`config.mk`:
```
export PLATFORM = sky130hd
export DESIGN_NAME = nn_weight_loader
export DESIGN_NICKNAME = d
export VERILOG_FILES = /design/src/rtl/nn_pkg.sv /design/src/rtl/nn_byte_assembler.sv /design/src/rtl/nn_weight_loader.sv
export SDC_FILE = /design/constraint.sdc
export NUM_CORES = 1
export LEC_CHECK = 0
export ABC_AREA = 1
export CAP_MARGIN = 20
export CORE_ASPECT_RATIO = 0.9
export CORE_MARGIN = 10
export CORE_UTILIZATION = 55
export DETAILED_ROUTE_END_ITERATION = 10
export HOLD_SLACK_MARGIN = 0.03
export PLACE_DENSITY = 0.76
export SYNTH_ARGS = -nofsm -noshare
export SYNTH_HDL_FRONTEND = slang
export SYNTH_HIERARCHICAL = 1
export SYNTH_SLANG_ARGS = --single-unit
```
`constraint.sdc`:
```
create_clock -name clk -period 19.7 [get_ports clk]
set_input_delay 3.94 -clock clk [delete_from_list [all_inputs] [get_ports clk]]
set_output_delay 3.94 -clock clk [all_outputs]
set_load 0.1 [all_outputs]
```
`src/rtl/nn_pkg.sv`:
```
// Shared constants and state encoding for the run-time loadable first-layer
// weight store (nn_weight_loader and its byte assembler).
package nn_pkg;

    localparam int WIDTH   = 16;   // weight width, two bytes per weight
    localparam int NEURONS = 8;    // rows (hidden-layer neurons)
    localparam int INPUTS  = 4;    // weights per row (w1..w4)

    localparam int ADDR_W = $clog2(NEURONS);
    localparam int K_W    = $clog2(INPUTS);

    // 64 payload bytes; one extra checksum byte when the checksum is enabled.
    localparam int PAYLOAD_BYTES = NEURONS * INPUTS * (WIDTH / 8);
    localparam int TOTAL_BYTES   = PAYLOAD_BYTES + 1;
    localparam int CNT_W         = $clog2(TOTAL_BYTES);

    typedef enum logic [1:0] {
        IDLE = 2'd0,
        LOAD = 2'd1,
        CHK  = 2'd2,
        DONE = 2'd3
    } state_t;

endpackage

```
`src/rtl/nn_byte_assembler.sv`:
```
// Pairs consecutive accepted bytes (LSB first, then MSB) into one weight word.
// word_valid is asserted combinationally with the accepted MSB so the word can
// be written on that same clock edge.
module nn_byte_assembler
    import nn_pkg::*;
(
    input  logic             clk,
    input  logic             rst,
    input  logic             clear,
    input  logic             byte_valid,
    input  logic [7:0]       byte_data,
    output logic [WIDTH-1:0] word,
    output logic             word_valid
);

    logic       phase;   // 0: expecting LSB, 1: expecting MSB
    logic [7:0] lsb;

    // Hold the LSB and toggle the lsb/msb phase on every accepted byte.
    always_ff @(posedge clk or posedge rst) begin
        if (rst) begin
            phase <= 1'b0;
            lsb   <= 8'd0;
        end else if (clear) begin
            phase <= 1'b0;
            lsb   <= 8'd0;
        end else if (byte_valid) begin
            if (!phase) begin
                lsb <= byte_data;
            end
            phase <= ~phase;
        end
    end

    assign word       = {byte_data, lsb};
    assign word_valid = byte_valid && phase;

endmodule

```
`src/rtl/nn_weight_loader.sv`:
```
// Run-time writer for the 8 x 4 first-layer weight array. A start pulse opens
// a load of 64 bytes (row 0..7, w1..w4, LSB then MSB); the array is read
// combinationally through the same rd_addr -> w1..w4 shape as the fixed table.
// Optional feature macro: NN_WEIGHT_LOADER_CHECKSUM_EN adds a trailing XOR
// checksum byte, a CHK state and the sticky err flag.
// Handshake: a byte moves only on a clock edge where s_valid && s_ready; s_ready
// is high exactly while the FSM is in LOAD or CHK, and s_valid may drop for any
// number of cycles without affecting the counters.
module nn_weight_loader
    import nn_pkg::*;
(
    input  logic                    clk,
    input  logic                    rst,
    input  logic                    start,
    input  logic                    s_valid,
    input  logic [7:0]              s_data,
    output logic                    s_ready,
    output logic                    busy,
    output logic                    done,
    output logic                    err,
    input  logic [2:0]              rd_addr,
    output logic signed [WIDTH-1:0] w1,
    output logic signed [WIDTH-1:0] w2,
    output logic signed [WIDTH-1:0] w3,
    output logic signed [WIDTH-1:0] w4
);

    state_t state, state_next;

    logic [CNT_W-1:0]  byte_cnt;
    logic [K_W-1:0]    k;
    logic [ADDR_W-1:0] row;
    logic [WIDTH-1:0]  weights [NEURONS][INPUTS];

    logic             accept;
    logic             pay_accept;
    logic             last_payload;
    logic             load_begin;
    logic             done_set;
    logic [WIDTH-1:0] word;
    logic             word_valid;

    assign accept       = s_valid && s_ready;
    assign pay_accept   = accept && (state == LOAD);
    assign last_payload = pay_accept && (byte_cnt == CNT_W'(PAYLOAD_BYTES - 1));
    assign busy         = (state == LOAD) || (state == CHK);

`ifdef NN_WEIGHT_LOADER_CHECKSUM_EN
    logic [7:0] xor_q;
    logic       sum_ok;
    assign sum_ok = (s_data == xor_q);
`endif

    // State register.
    always_ff @(posedge clk or posedge rst) begin
        if (rst) begin
            state <= IDLE;
        end else begin
            state <= state_next;
        end
    end

    // Next-state decode plus the load-begin and done-set strobes.
    always_comb begin
        state_next = state;
        load_begin = 1'b0;
        done_set   = 1'b0;
        case (state)
            IDLE, DONE: begin
                if (start) begin
                    state_next = LOAD;
                    load_begin = 1'b1;
                end
            end
            LOAD: begin
                if (last_payload) begin
`ifdef NN_WEIGHT_LOADER_CHECKSUM_EN
                    state_next = CHK;
`else
                    state_next = DONE;
                    done_set   = 1'b1;
`endif
                end
            end
`ifdef NN_WEIGHT_LOADER_CHECKSUM_EN
            CHK: begin
                if (accept) begin
                    state_next = DONE;
                    done_set   = sum_ok;
                end
            end
`endif
            default: state_next = IDLE;
        endcase
    end

    // s_ready is registered from the upcoming state so it is high exactly in LOAD/CHK.
    always_ff @(posedge clk or posedge rst) begin
        if (rst) begin
            s_ready <= 1'b0;
        end else begin
            s_ready <= (state_next == LOAD) || (state_next == CHK);
        end
    end

    nn_byte_assembler u_asm (
        .clk        (clk),
        .rst        (rst),
        .clear      (load_begin),
        .byte_valid (pay_accept),
        .byte_data  (s_data),
        .word       (word),
        .word_valid (word_valid)
    );

    // Byte, weight-in-row and row counters; row wraps back to 0 after the last row.
    always_ff @(posedge clk or posedge rst) begin
        if (rst) begin
            byte_cnt <= '0;
            k        <= '0;
            row      <= '0;
        end else if (load_begin) begin
            byte_cnt <= '0;
            k        <= '0;
            row      <= '0;
        end else if (pay_accept) begin
            byte_cnt <= byte_cnt + 1'b1;
            if (word_valid) begin
                if (k == K_W'(INPUTS - 1)) begin
                    k   <= '0;
                    row <= (row == ADDR_W'(NEURONS - 1)) ? '0 : row + 1'b1;
                end else begin
                    k <= k + 1'b1;
                end
            end
        end
    end

    // Weight array: cleared by reset, written on every completed word.
    always_ff @(posedge clk or posedge rst) begin
        if (rst) begin
            for (int r = 0; r < NEURONS; r++) begin
                for (int c = 0; c < INPUTS; c++) begin
                    weights[r][c] <= '0;
                end
            end
        end else if (word_valid) begin
            weights[row][k] <= word;
        end
    end

    // Sticky done: set when DONE is entered after a good load, cleared on the next start.
    always_ff @(posedge clk or posedge rst) begin
        if (rst) begin
            done <= 1'b0;
        end else if (load_begin) begin
            done <= 1'b0;
        end else if (done_set) begin
            done <= 1'b1;
        end
    end

`ifdef NN_WEIGHT_LOADER_CHECKSUM_EN
    // Running XOR of payload bytes and sticky checksum error.
    always_ff @(posedge clk or posedge rst) begin
        if (rst) begin
            xor_q <= 8'd0;
            err   <= 1'b0;
        end else if (load_begin) begin
            xor_q <= 8'd0;
            err   <= 1'b0;
        end else begin
            if (pay_accept) begin
                xor_q <= xor_q ^ s_data;
            end
            if ((state == CHK) && accept && !sum_ok) begin
                err <= 1'b1;
            end
        end
    end
`else
    assign err = 1'b0;
`endif

    // Zero-latency read mux; out-of-range rows read as zero.
    always_comb begin
        w1 = '0;
        w2 = '0;
        w3 = '0;
        w4 = '0;
        if (int'(rd_addr) < NEURONS) begin
            w1 = weights[rd_addr][0];
            w2 = weights[rd_addr][1];
            w3 = weights[rd_addr][2];
            w4 = weights[rd_addr][3];
        end
    end

endmodule

```
After elaboration in Yosys (flattened, before gate mapping)
Cells that the tools add are included.
Cells by class
  add/subtract/negate cells: 3
  $lt $le $gt $ge: 5
  reduce and logical (&&, ||, !) cells: 17
  eq/ne operators: 9
  bitwise operators: 4
  muxes and demuxes: 33
Operator list (number)
  bitwise mux 512 bit: 1
  binary-select mux 64 bit (select 3 bit): 1
  demux 64 bit (select 3 bit): 1
  2-to-1 mux 64 bit: 3
  demux 16 bit (select 2 bit): 1
  2-to-1 mux 8 bit: 3
  2-to-1 mux 16 bit: 1
  2-to-1 mux 3 bit: 5
  2-to-1 mux 7 bit: 2
  2-to-1 mux 2 bit: 6
  equality test 2 bit (second input constant): 4
  >= comparator 4 bit (second input constant): 2
  2-to-1 mux 1 bit: 8
  inverter 3 -> 4 bit: 2
  nonzero test 2 bit: 4
  adder 7 x 1 -> 7 bit (second input constant): 1
  equality test 7 x 6 -> 1 bit (second input constant): 1
  logical AND 1 bit: 6
  equality test 2 x 1 -> 1 bit (second input constant): 2
  less-than comparator 4 x 1 -> 1 bit (second input constant): 1
  case mux 2 bit (2 select lines): 1
  AND reduction 2 bit: 2
  adder 3 x 1 -> 3 bit (second input constant): 1
  equality test 3 bit (second input constant): 1
  other kinds (10): 11
Storage, ports and cells
  flip-flop bits (word level): 537
  output and inout bits: 68
  logic and storage cells: 111
  input bits: 15

Longest topological paths before layout
Gate-level depths: netlist of the first run.
  depth in word-level cells: 8
  depth in mapped cells: 12

Cells and area by module
The synthesis of the first run kept the hierarchy.
Modules (own cells, without submodules)
  nn_weight_loader: times used 1, cells an instance 2903, sequential area each 13212.7 µm², area an instance 23576.4 µm²
  nn_byte_assembler: times used 1, cells an instance 52, sequential area each 225.2 µm², area an instance 440.4 µm²

Least setup slack after synthesis of the first run
OpenSTA, ideal clock, no wires.
  kind: input -> output
  from: in rd_addr[0]
  to: out w1[0]
  arrival time: 5399 ps
  stages on the path: 8
  required time: 15760 ps
  path slack: 10361 ps
  cell sequence: buf_2 inv_1 buf_2 clkbuf_1 o21ai_0 o21ai_0 nand2_1 nand2_1
Between the ends
  cells in the longest elaborated chain, start to end: 4
RTL lines
  start, declared: RTL line nn_weight_loader.sv:21  | input logic [2:0] rd_addr,
  inverter 3 -> 4 bit (implied by the code): RTL line nn_weight_loader.sv:192  | w1 = weights[rd_addr][0];
  binary-select mux 64 bit (select 3 bit): RTL line nn_weight_loader.sv:192
  2-to-1 mux 64 bit (2 in series)
  end, declared: RTL line nn_weight_loader.sv:22  | output logic signed [WIDTH-1:0] w1,
No other way between the ends. The select of a mux whose other input is x is not followed.

Final worst setup path of the first run
  from: in rd_addr[0]
  to: out w3[15]
Between the ends
  cells in the longest elaborated chain, start to end: 4
RTL lines
  inverter 3 -> 4 bit (implied by the code): RTL line nn_weight_loader.sv:194  | w3 = weights[rd_addr][2];
  binary-select mux 64 bit (select 3 bit): RTL line nn_weight_loader.sv:194
  2-to-1 mux 64 bit (2 in series)
  end, declared: RTL line nn_weight_loader.sv:24  | output logic signed [WIDTH-1:0] w3,
No other way between the ends. The select of a mux whose other input is x is not followed.

==> flow_metrics.env, run 1 <==
export IMPL_clockBufferDepth=3
export IMPL_synth_warnings=6
export IMPL_leakage_nw=12.7
export IMPL_drtAntennaViolNets=0
export IMPL_synthMuxAreaShare_pct=0
export IMPL_hold_buffers=0
export IMPL_max_stage_delay_ns=1.13
export IMPL_dr_pass1_iters=6
export IMPL_cts_resized=0
export IMPL_worstSetupPathType="in2out"
export IMPL_wirelength_um=69900
export IMPL_critPathBufInv=4
export IMPL_grt_pass1_wl_um=110000
export IMPL_start_util_pct=55.8
export IMPL_seq_area_sq_mm=0.0134
export IMPL_crit_arrival_ns=8.38
export IMPL_synth_seq_area_share_pct=56.0
export IMPL_stdcell_count=3501
export IMPL_postLayoutCoreUtil_pct=62.8
export IMPL_vias=20877
export IMPL_cts_tree="built"
export IMPL_rr_startpoint="state[1]$_DFF_PP0_"
export IMPL_wl_per_cell_um=20.0
export IMPL_dieArea_sq_mm=0.0524
export IMPL_rsz0062_at_grt="no"
export IMPL_synth_top_family_by_area="compound AO/OA/AOI/OAI gates"
export IMPL_std_cell_rows=72
export IMPL_fin_nets=2927
export IMPL_setup_violations=0
export IMPL_grt_max_degree=199
export IMPL_drc_errors=0
export IMPL_fin_tns_setup_ns=0
export IMPL_synth_edf_count=0
export IMPL_syn_cell_area_sq_mm=0.0240
export IMPL_place_ws_ns=7.51
export IMPL_synthFlopType="dfrtp_1"
export IMPL_cts_made_buffers=53
export IMPL_reg2reg_slack_ns=16.49
export IMPL_yosysTopAreaCell="dfrtp_1"
export IMPL_avgSynthCellArea_sq_um=8.13
export IMPL_cts_max_level=2
export IMPL_ios=83
export IMPL_synth_simple_area_share_pct=17.2
export IMPL_mostFrequentLayoutCell="o21ai_0"
export IMPL_power_density_mw_per_mm2=135
export IMPL_clk_pin_slew_worst_paths_ns=0.06
export IMPL_crit_chain="clkbuf_8 -> buf_4 -> buf_4 -> o21ai_0 -> o21ai_0 -> nand2_1 -> nand2_1 -> clkdlybuf4s50_1"
export IMPL_synth_adder_area_share_pct=0.521
export IMPL_vias_per_cell=5.96
export IMPL_drt_iter0_markers=2793
export IMPL_layout_drive_gt1_share_pct=5.16
export IMPL_post_route_period_util_pct=62.6
export IMPL_track_usage_pct=26.4
export IMPL_synth_nets=2980
export IMPL_hold_start="weights[203]$_DFFE_PP0P_"
export IMPL_clockRootBuffer="clkbuf_16"
export IMPL_fin_skew_ns=0.0135
export IMPL_dp_hpwl_um=40700
export IMPL_fillers=3619
export IMPL_path_delay_family="buffers and inverters"
export IMPL_synth_compound_area_share_pct=20.4
export IMPL_fin_worst_hold_slack_ns=0.481
export IMPL_period_minus_slack_ns=12.32
export IMPL_synthTopCellsByArea="dfrtp_1 (56%), o21ai_0 (16%), nand2_1 (10%)"
export IMPL_ir_worst_vdd_v=0.0000929
export IMPL_required_ns=15.76
export IMPL_async_flop_share_pct=100
export IMPL_yosysTopAreaCellShare_pct=56.0
export IMPL_die_y_um=218
export IMPL_clkLatencyLatePin_ns=0.61
export IMPL_worst_slack_ns=7.38
export IMPL_synth_cell_types=23
export IMPL_clock_sinks=537
export IMPL_core_area_sq_mm=0.0431
export IMPL_synth_seq_cells=537
export IMPL_grt_antenna_before_repair=0
export IMPL_globalRouteOverflowTotal=0
export IMPL_startpoint_type="input pin"
export IMPL_final_cell_mix="o21ai_0 (774), nand2_1 (638), dfrtp_1 (537)"
export IMPL_crit_start="rd_addr[0]"
export IMPL_maxCapViolations=0
export IMPL_port_buffers=81
export IMPL_crit_path_max_fanout=115
export IMPL_status="finished clean"
export IMPL_max_slew_margin_rel_pct=17.3
export IMPL_syn_inst=2955
export IMPL_fmax_mhz=81.1
export IMPL_grt_pass1_vias=19583
export IMPL_die_w_um=240
export IMPL_final_hold_violation_count=0
export IMPL_dp_cells=3386
export IMPL_hold_class="reg2reg"
export IMPL_slew_viol_final=0
export IMPL_gp_congestion=0.826
export IMPL_synth_xor_area_share_pct=0
export IMPL_slowest_stage="clkdlybuf4s50_1"
export IMPL_multi_input_area_sq_mm=0.00918
export IMPL_worstMarginPinSlew_ns=1.24
export IMPL_postCtsSetupRepairBufs=0
export IMPL_syn2layout_area_growth_pct=12.6
export IMPL_worstSetupEndpointType="primary output"
==> worst reg2reg max path, stage by stage, from the launching register on <==
cell and delay (ns):
dfrtp_1 0.40, inv_1 0.11, ha_1 0.17, nand3_1 0.28, inv_1 0.34, nand2_1 0.14, inv_1 0.16, nand2_1 0.20
inv_1 0.18, nand2_1 0.62, o21ai_0 0.50
==> cells in the mapped netlist (2+ instances only) <==
cell type	number
nand3_1	26
buf_2	58
nand2_1	638
buf_1	8
nor2_1	404
inv_2	2
dfrtp_1	537
o21ai_0	774
clkbuf_1	159
nand4_1	3
nor3b_1	2
buf_4	11
clkinv_1	16
nor3_2	3
ha_1	10
nor3_1	2
a21oi_1	199
o21ai_1	4
inv_1	95
==> cell families (layout without fill, tap and decap cells) <==
logic type                 after synthesis  after routing
other                                    1              2
DFF                                    537            537
and+or+nand+nor                       1080           1080
AOI/OAI and AO/OA                      978            978
buffers and inverters                  349            339
adders and majority gates               10             10
==> cell type report <==
class / count / share of cell area (%)
Clock inverter: 22 / 0.976
Antenna cell: 1 / 0.00925
Clock buffer: 76 / 5.71
Multi-Input combinational cell: 2069 / 33.9
Sequential cell: 537 / 49.7
Tap cell: 555 / 2.57
Inverter: 113 / 1.62
Timing Repair Buffer: 128 / 5.49
==> worst paths after layout <==
check                                                end  cells after the start
worst max register to register  weights[479]$_DFFE_PP0P_                     10
worst min-delay path            weights[203]$_DFFE_PP0P_                      2
worst max-delay path                              w3[15]                      8
worst min register to register  weights[203]$_DFFE_PP0P_                      2
max in group asynchronous       weights[503]$_DFFE_PP0P_                      5
min in group asynchronous       u_asm/lsb[4]$_DFFE_PP0P_                      2
==> per-layer routing <==
metal | wire length, um | share of wire (%) | up-vias | track usage (%)
met4 | 1850 | 2.6 | 0 | 8.91
met3 | 6970 | 10 | 124 | 5.59
met5 | 0 | 0 | - | 0
li1 | - | - | 9540 | -
met2 | 32000 | 46 | 1029 | 41.0
met1 | 29200 | 42 | 10184 | 36.2
==> sequential cells by signal, indices dropped and copies added (netlist names) <==
signal / cells
weights: 512
u_asm/lsb: 8
byte_cnt: 7
row: 3
k: 2
state: 2
done: 1
s_ready: 1
u_asm/phase: 1
==> through the flow <==
stage          total power [W]  instance area (sq um)
3_5_place_dp           0.00257                  24900
2_1_floorplan          0.00228                  24000
4_1_cts                0.00363                  26700
3_3_place_gp           0.00252                  24800
5_1_grt                0.00385                  27000
6_report               0.00366                  27000
==> power by group <==
| group | leakage (nW) | total, W | switching (W) | internal, W |
|---|---|---|---|---|
| combinational | 4.80 | 0.000986 | 0.000697 | 0.000289 |
| sequential | 6.96 | 0.00161 | 0.000192 | 0.00142 |
| clock | 0.905 | 0.00106 | 0.000437 | 0.000623 |
(Power assumes the default switching activity.)
==> run 2, diff against run 1 <==
clock period = 10.15 ns   (was 19.7 ns; I/O delays follow)
==> flow_metrics.env, run 2 (synthesis results as in run 1) <==
export IMPL_status="finished clean"
export IMPL_hold_buffers=0
export IMPL_cts_tree="built"
export IMPL_reg2reg_slack_ns=7.12
export IMPL_grt_max_degree=193
export IMPL_setup_violations=0
export IMPL_reg_top3="weights x512, u_asm/lsb x8, byte_cnt x7"
export IMPL_dieArea_sq_mm=0.0524
export IMPL_worstSetupPathType="in2out"
export IMPL_clockBufferDepth=3
export IMPL_fin_nets=2924
export IMPL_grt_pass1_vias=19440
export IMPL_num_antenna_cells=0
export IMPL_dp_hpwl_um=40100
export IMPL_hold_start="weights[412]$_DFFE_PP0P_"
export IMPL_rr_startpoint="state[1]$_DFF_PP0_"
export IMPL_hold_class="reg2reg"
export IMPL_fmax_mhz=133
export IMPL_largest_reg_flops=512
export IMPL_postCtsSetupRepairBufs=0
export IMPL_rr_worst_depth=10
export IMPL_crit_path_max_fanout=138
export IMPL_rsz0062_at_grt="no"
export IMPL_fin_tns_setup_ns=0
export IMPL_slew_viol_final=0
export IMPL_gp_congestion=0.841
export IMPL_fillers=3571
export IMPL_clockRootBuffer="clkbuf_16"
export IMPL_path_delay_family="buffers and inverters"
export IMPL_max_slew_margin_rel_pct=23.0
export IMPL_max_stage_delay_ns=1.16
export IMPL_dr_pass1_iters=5
export IMPL_required_ns=8.12
export IMPL_maxCapViolations=0
export IMPL_r2r_end="weights[452]$_DFFE_PP0P_"
export IMPL_holdPathEnd="weights[412]$_DFFE_PP0P_"
export IMPL_cts_resized=0
export IMPL_ir_worst_vdd_v=0.000193
export IMPL_syn2layout_area_growth_pct=12.8
export IMPL_port_buffers=81
export IMPL_ios=83
export IMPL_fin_skew_ns=0.0275
export IMPL_postLayoutCoreUtil_pct=62.9
export IMPL_grt_pass1_wl_um=109000
export IMPL_clkLatencyLatePin_ns=0.62
export IMPL_die_w_um=240
export IMPL_clk_pin_slew_worst_paths_ns=0.06
export IMPL_core_area_sq_mm=0.0431
export IMPL_grt_antenna_before_repair=0
export IMPL_leakage_nw=12.7
export IMPL_crit_chain="clkbuf_8 -> inv_6 -> buf_12 -> o21ai_0 -> o21ai_0 -> nand2_1 -> nand2_1 -> clkdlybuf4s50_1"
export IMPL_layout_drive_gt1_share_pct=5.04
export IMPL_startpoint_type="input pin"
export IMPL_critPathBufInv=4
export IMPL_wl_per_cell_um=19.7
export IMPL_worstMarginPinSlew_ns=1.15
export IMPL_period_minus_slack_ns=7.50
export IMPL_crit_arrival_ns=5.47
export IMPL_final_cell_mix="o21ai_0 (774), nand2_1 (638), dfrtp_1 (537)"
export IMPL_start_util_pct=55.8
export IMPL_cts_made_buffers=53
export IMPL_die_y_um=218
export IMPL_cts_max_level=2
export IMPL_post_route_period_util_pct=73.9
export IMPL_mostFrequentLayoutCell="o21ai_0"
export IMPL_largest_register="weights"
export IMPL_drc_errors=0
export IMPL_vias=20617
export IMPL_vias_per_cell=5.90
export IMPL_std_cell_rows=72
export IMPL_wirelength_um=68800
export IMPL_track_usage_pct=26.1
export IMPL_globalRouteOverflowTotal=0
export IMPL_final_hold_violation_count=0
export IMPL_worstSetupEndpointType="primary output"
export IMPL_clock_sinks=537
export IMPL_power_density_mw_per_mm2=259
export IMPL_drtAntennaViolNets=0
export IMPL_holdPathStages=2
export IMPL_slowest_stage="clkdlybuf4s50_1"
export IMPL_drt_iter0_markers=2688
## run 2: worst max path at each step
| stage | from | to | slack (ns) | cells past startpoint |
|---|---|---|---|---|
| 6_report | rd_addr[0] | w1[8] | 2.65 | 8 |
| 5_1_grt | rd_addr[0] | w4[5] | 2.51 | 7 |
| 4_1_cts | rd_addr[0] | w4[7] | 2.79 | 7 |
| 3_5_place_dp | rd_addr[0] | w1[0] | 2.81 | 8 |
| 3_3_place_gp | rd_addr[0] | w4[7] | 2.80 | 7 |
| 2_1_floorplan | rst | byte_cnt[0]$_DFFE_PP0P_ | 0.94 | 1 |
## run 2: worst reg2reg max path, cell delays in order, from the launching register on
cell	delay [ns]
dfrtp_1	0.40
inv_1	0.10
ha_1	0.17
nand3_1	0.24
inv_1	0.31
nand2_1	0.13
inv_1	0.15
nand2_1	0.18
inv_1	0.18
nand2_1	0.62
o21ai_0	0.46
## run 2: cell type report
type / count / area (sq um) / area share (%)
inverters: 113 / 434 / 1.60
repair buffers: 125 / 1600 / 5.90
flip-flops and latches: 537 / 13400 / 49.6
clock inverters: 15 / 134 / 0.494
clock buffers: 78 / 1610 / 5.95
well taps: 555 / 694 / 2.56
multi-input cells: 2069 / 9180 / 33.9
## run 2: power by group
group,switching [W],internal (W),total (W)
Combinational,0.00135,0.000568,0.00192
Sequential,0.000369,0.00276,0.00313
Clock,0.000836,0.00114,0.00198
## run 2: through the flow
| step | power [W] | cells | hold WS, ns | cell area (sq um) | worst slack (ns) |
|---|---|---|---|---|---|
| 2_1_floorplan | 0.00442 | 2955 | 0.448 | 24000 | 0.944 |
| 3_5_place_dp | 0.00497 | 3383 | 0.467 | 24900 | 2.81 |
| 4_1_cts | 0.00695 | 3476 | 0.482 | 26700 | 2.79 |
| 5_1_grt | 0.00740 | 3492 | 0.497 | 27100 | 2.51 |
| 3_3_place_gp | 0.00488 | 3378 | 0.460 | 24800 | 2.80 |
| 6_report | 0.00702 | 3492 | 0.479 | 27100 | 2.65 |
## run 2: per-layer routing
layer | routed length (um) | share of wire, % | global-route usage (%) | up-vias
met3 | 6790 | 9.9 | 4.70 | 113
met1 | 29000 | 42 | 37.1 | 9939
met5 | 0 | 0 | 0 | -
met2 | 30900 | 45 | 39.4 | 1035
li1 | - | - | - | 9530
met4 | 2070 | 3.0 | 9.93 | 0
==> run 3, diff against run 2 <==
PLACE_DENSITY = 0.73   (was 0.76)
clock period = 7 ns   (was 10.15 ns; I/O delays follow)
==> flow_metrics.env, run 3 (synthesis results as in run 1) <==
export IMPL_status="finished clean"
export IMPL_power_switching_w=0.00367
export IMPL_clockRootBuffer="clkbuf_16"
export IMPL_stdcell_count=3498
export IMPL_start_util_pct=55.8
export IMPL_postLayoutCoreUtil_pct=62.2
export IMPL_final_cell_mix="o21ai_0 (774), nand2_1 (638), dfrtp_1 (537)"
export IMPL_reg_top3="weights x512, u_asm/lsb x8, byte_cnt x7"
export IMPL_design_area_sq_mm=0.0268
export IMPL_startpoint_type="input pin"
export IMPL_wirelength_um=69500
export IMPL_clkLatencyLatePin_ns=0.62
export IMPL_rsz0062_at_grt="no"
export IMPL_gp_congestion=0.818
export IMPL_clockBufferDepth=3
export IMPL_required_ns=5.60
export IMPL_slew_viol_final=0
export IMPL_globalRouteOverflowTotal=0
export IMPL_largest_register="weights"
export IMPL_maxCapViolations=0
export IMPL_ir_worst_vdd_v=0.000295
export IMPL_clock_sinks=537
export IMPL_cts_resized=0
export IMPL_worstSetupEndpointType="primary output"
export IMPL_postCtsSetupRepairBufs=0
export IMPL_drc_errors=0
export IMPL_syn2layout_area_growth_pct=11.5
export IMPL_grt_pass1_wl_um=109000
export IMPL_finalPower_w=0.00999
export IMPL_die_w_um=240
export IMPL_grt_antenna_before_repair=1
export IMPL_post_route_period_util_pct=71.8
export IMPL_period_minus_slack_ns=5.03
export IMPL_hold_class="reg2reg"
export IMPL_fmax_mhz=199
export IMPL_dpl_cell_area_sq_mm=0.0248
export IMPL_largest_reg_flops=512
export IMPL_cts_made_buffers=54
export IMPL_drtAntennaViolNets=0
export IMPL_std_cell_rows=72
export IMPL_crit_arrival_ns=3.63
export IMPL_port_buffers=81
export IMPL_grt_max_degree=176
export IMPL_wl_per_cell_um=19.9
export IMPL_power_density_mw_per_mm2=373
export IMPL_layout_drive_gt1_share_pct=6.90
export IMPL_setup_violations=0
export IMPL_leakage_nw=12.7
export IMPL_final_hold_violation_count=0
export IMPL_mostFrequentLayoutCell="o21ai_0"
export IMPL_die_y_um=218
export IMPL_hold_buffers=0
export IMPL_dieArea_sq_mm=0.0524
export IMPL_pwr_share_clk_pct=27.5
export IMPL_fin_skew_ns=0.0241
export IMPL_internal_power_w=0.00632
export IMPL_worstMarginPinSlew_ns=1.12
export IMPL_vias_per_cell=5.89
export IMPL_dr_pass1_iters=6
export IMPL_switching_share_pct=36.7
export IMPL_cts_max_level=2
export IMPL_drt_iter0_markers=2656
export IMPL_max_slew_margin_rel_pct=25.1
export IMPL_cts_tree="built"
export IMPL_core_area_sq_mm=0.0431
export IMPL_power_frac_seq_pct=45.4
export IMPL_vias=20618
export IMPL_worstSetupPathType="in2out"
export IMPL_clk_pin_slew_worst_paths_ns=0.06
export IMPL_grt_pass1_vias=19092
export IMPL_fin_nets=2930
export IMPL_p_comb_share_pct=27.1
export IMPL_fin_worst_hold_slack_ns=0.479
export IMPL_track_usage_pct=26.3
export IMPL_dp_cells=3391
export IMPL_crit_path_max_fanout=125
export IMPL_ios=83
export IMPL_dp_hpwl_um=40500
## run 3: changes by cell type in the layout (fill, tap and decap cells not counted), sizes merged
cell,previous run,this run
clkdlybuf4s50,78,14
clkinvlp,3,1
clkinv,27,20
diode,0,2
clkbuf,79,88
buf,46,115
inv,96,97
bufinv,2,0
## run 3: layer usage
layer  part of all wire [%]  vias to the layer above  global-route usage [%]
met2                     45                      979                    40.8
met4                    2.8                        0                    8.54
met5                      0                        -                       0
met1                     42                     9965                    36.9
met3                    9.7                      130                    4.82
li1                       -                     9544                       -
## run 3: final cells by class
type	instances	area, sq um
Multi-Input combinational cell	2069	9180
Tap cell	555	694
Clock inverter	5	43.8
Antenna cell	2	5.00
Fill cell	3684	16300
Sequential cell	537	13400
Inverter	113	434
Clock buffer	87	1600
Timing Repair Buffer	130	1400
## run 3: critical path: stages
cell and delay [ns]:
clkbuf_8 0.60, buf_4 0.54, nor2_1 0.09, nor2_1 0.12, o21ai_0 0.12, o21ai_0 0.11
nand2_1 0.09, nand2_1 0.16, buf_4 0.31
## run 3: worst paths after layout
kind                                          start                  endpoint  slack (ns)  cells past startpoint
max                                      rd_addr[0]                     w3[8]        1.97                      9
min                        weights[203]$_DFFE_PP0P_  weights[203]$_DFFE_PP0P_        0.48                      2
max reg2reg                      state[1]$_DFF_PP0_   weights[75]$_DFFE_PP0P_        3.79                     10
min reg2reg                weights[203]$_DFFE_PP0P_  weights[203]$_DFFE_PP0P_        0.48                      2
max in group asynchronous                       rst  weights[105]$_DFFE_PP0P_        4.47                      3
min in group asynchronous                       rst  u_asm/lsb[1]$_DFFE_PP0P_        1.18                      2
## run 3: power groups by stage
stage	logic (W)	clock network, W	registers, W
after floorplan	0.00200	0	0.00441
after global placement	0.00254	0	0.00452
after detailed placement	0.00262	0	0.00456
after CTS	0.00264	0.00277	0.00452
after global routing	0.00301	0.00290	0.00463
final	0.00271	0.00275	0.00454
## run 3: metrics by stage
step                      setup WS, ns  setup TNS, ns
after floorplan                  -1.58        -832.19
after global placement            1.97              0
after detailed placement          2.00              0
after CTS                         1.99              0
after global routing              1.79              0
final                             1.97              0
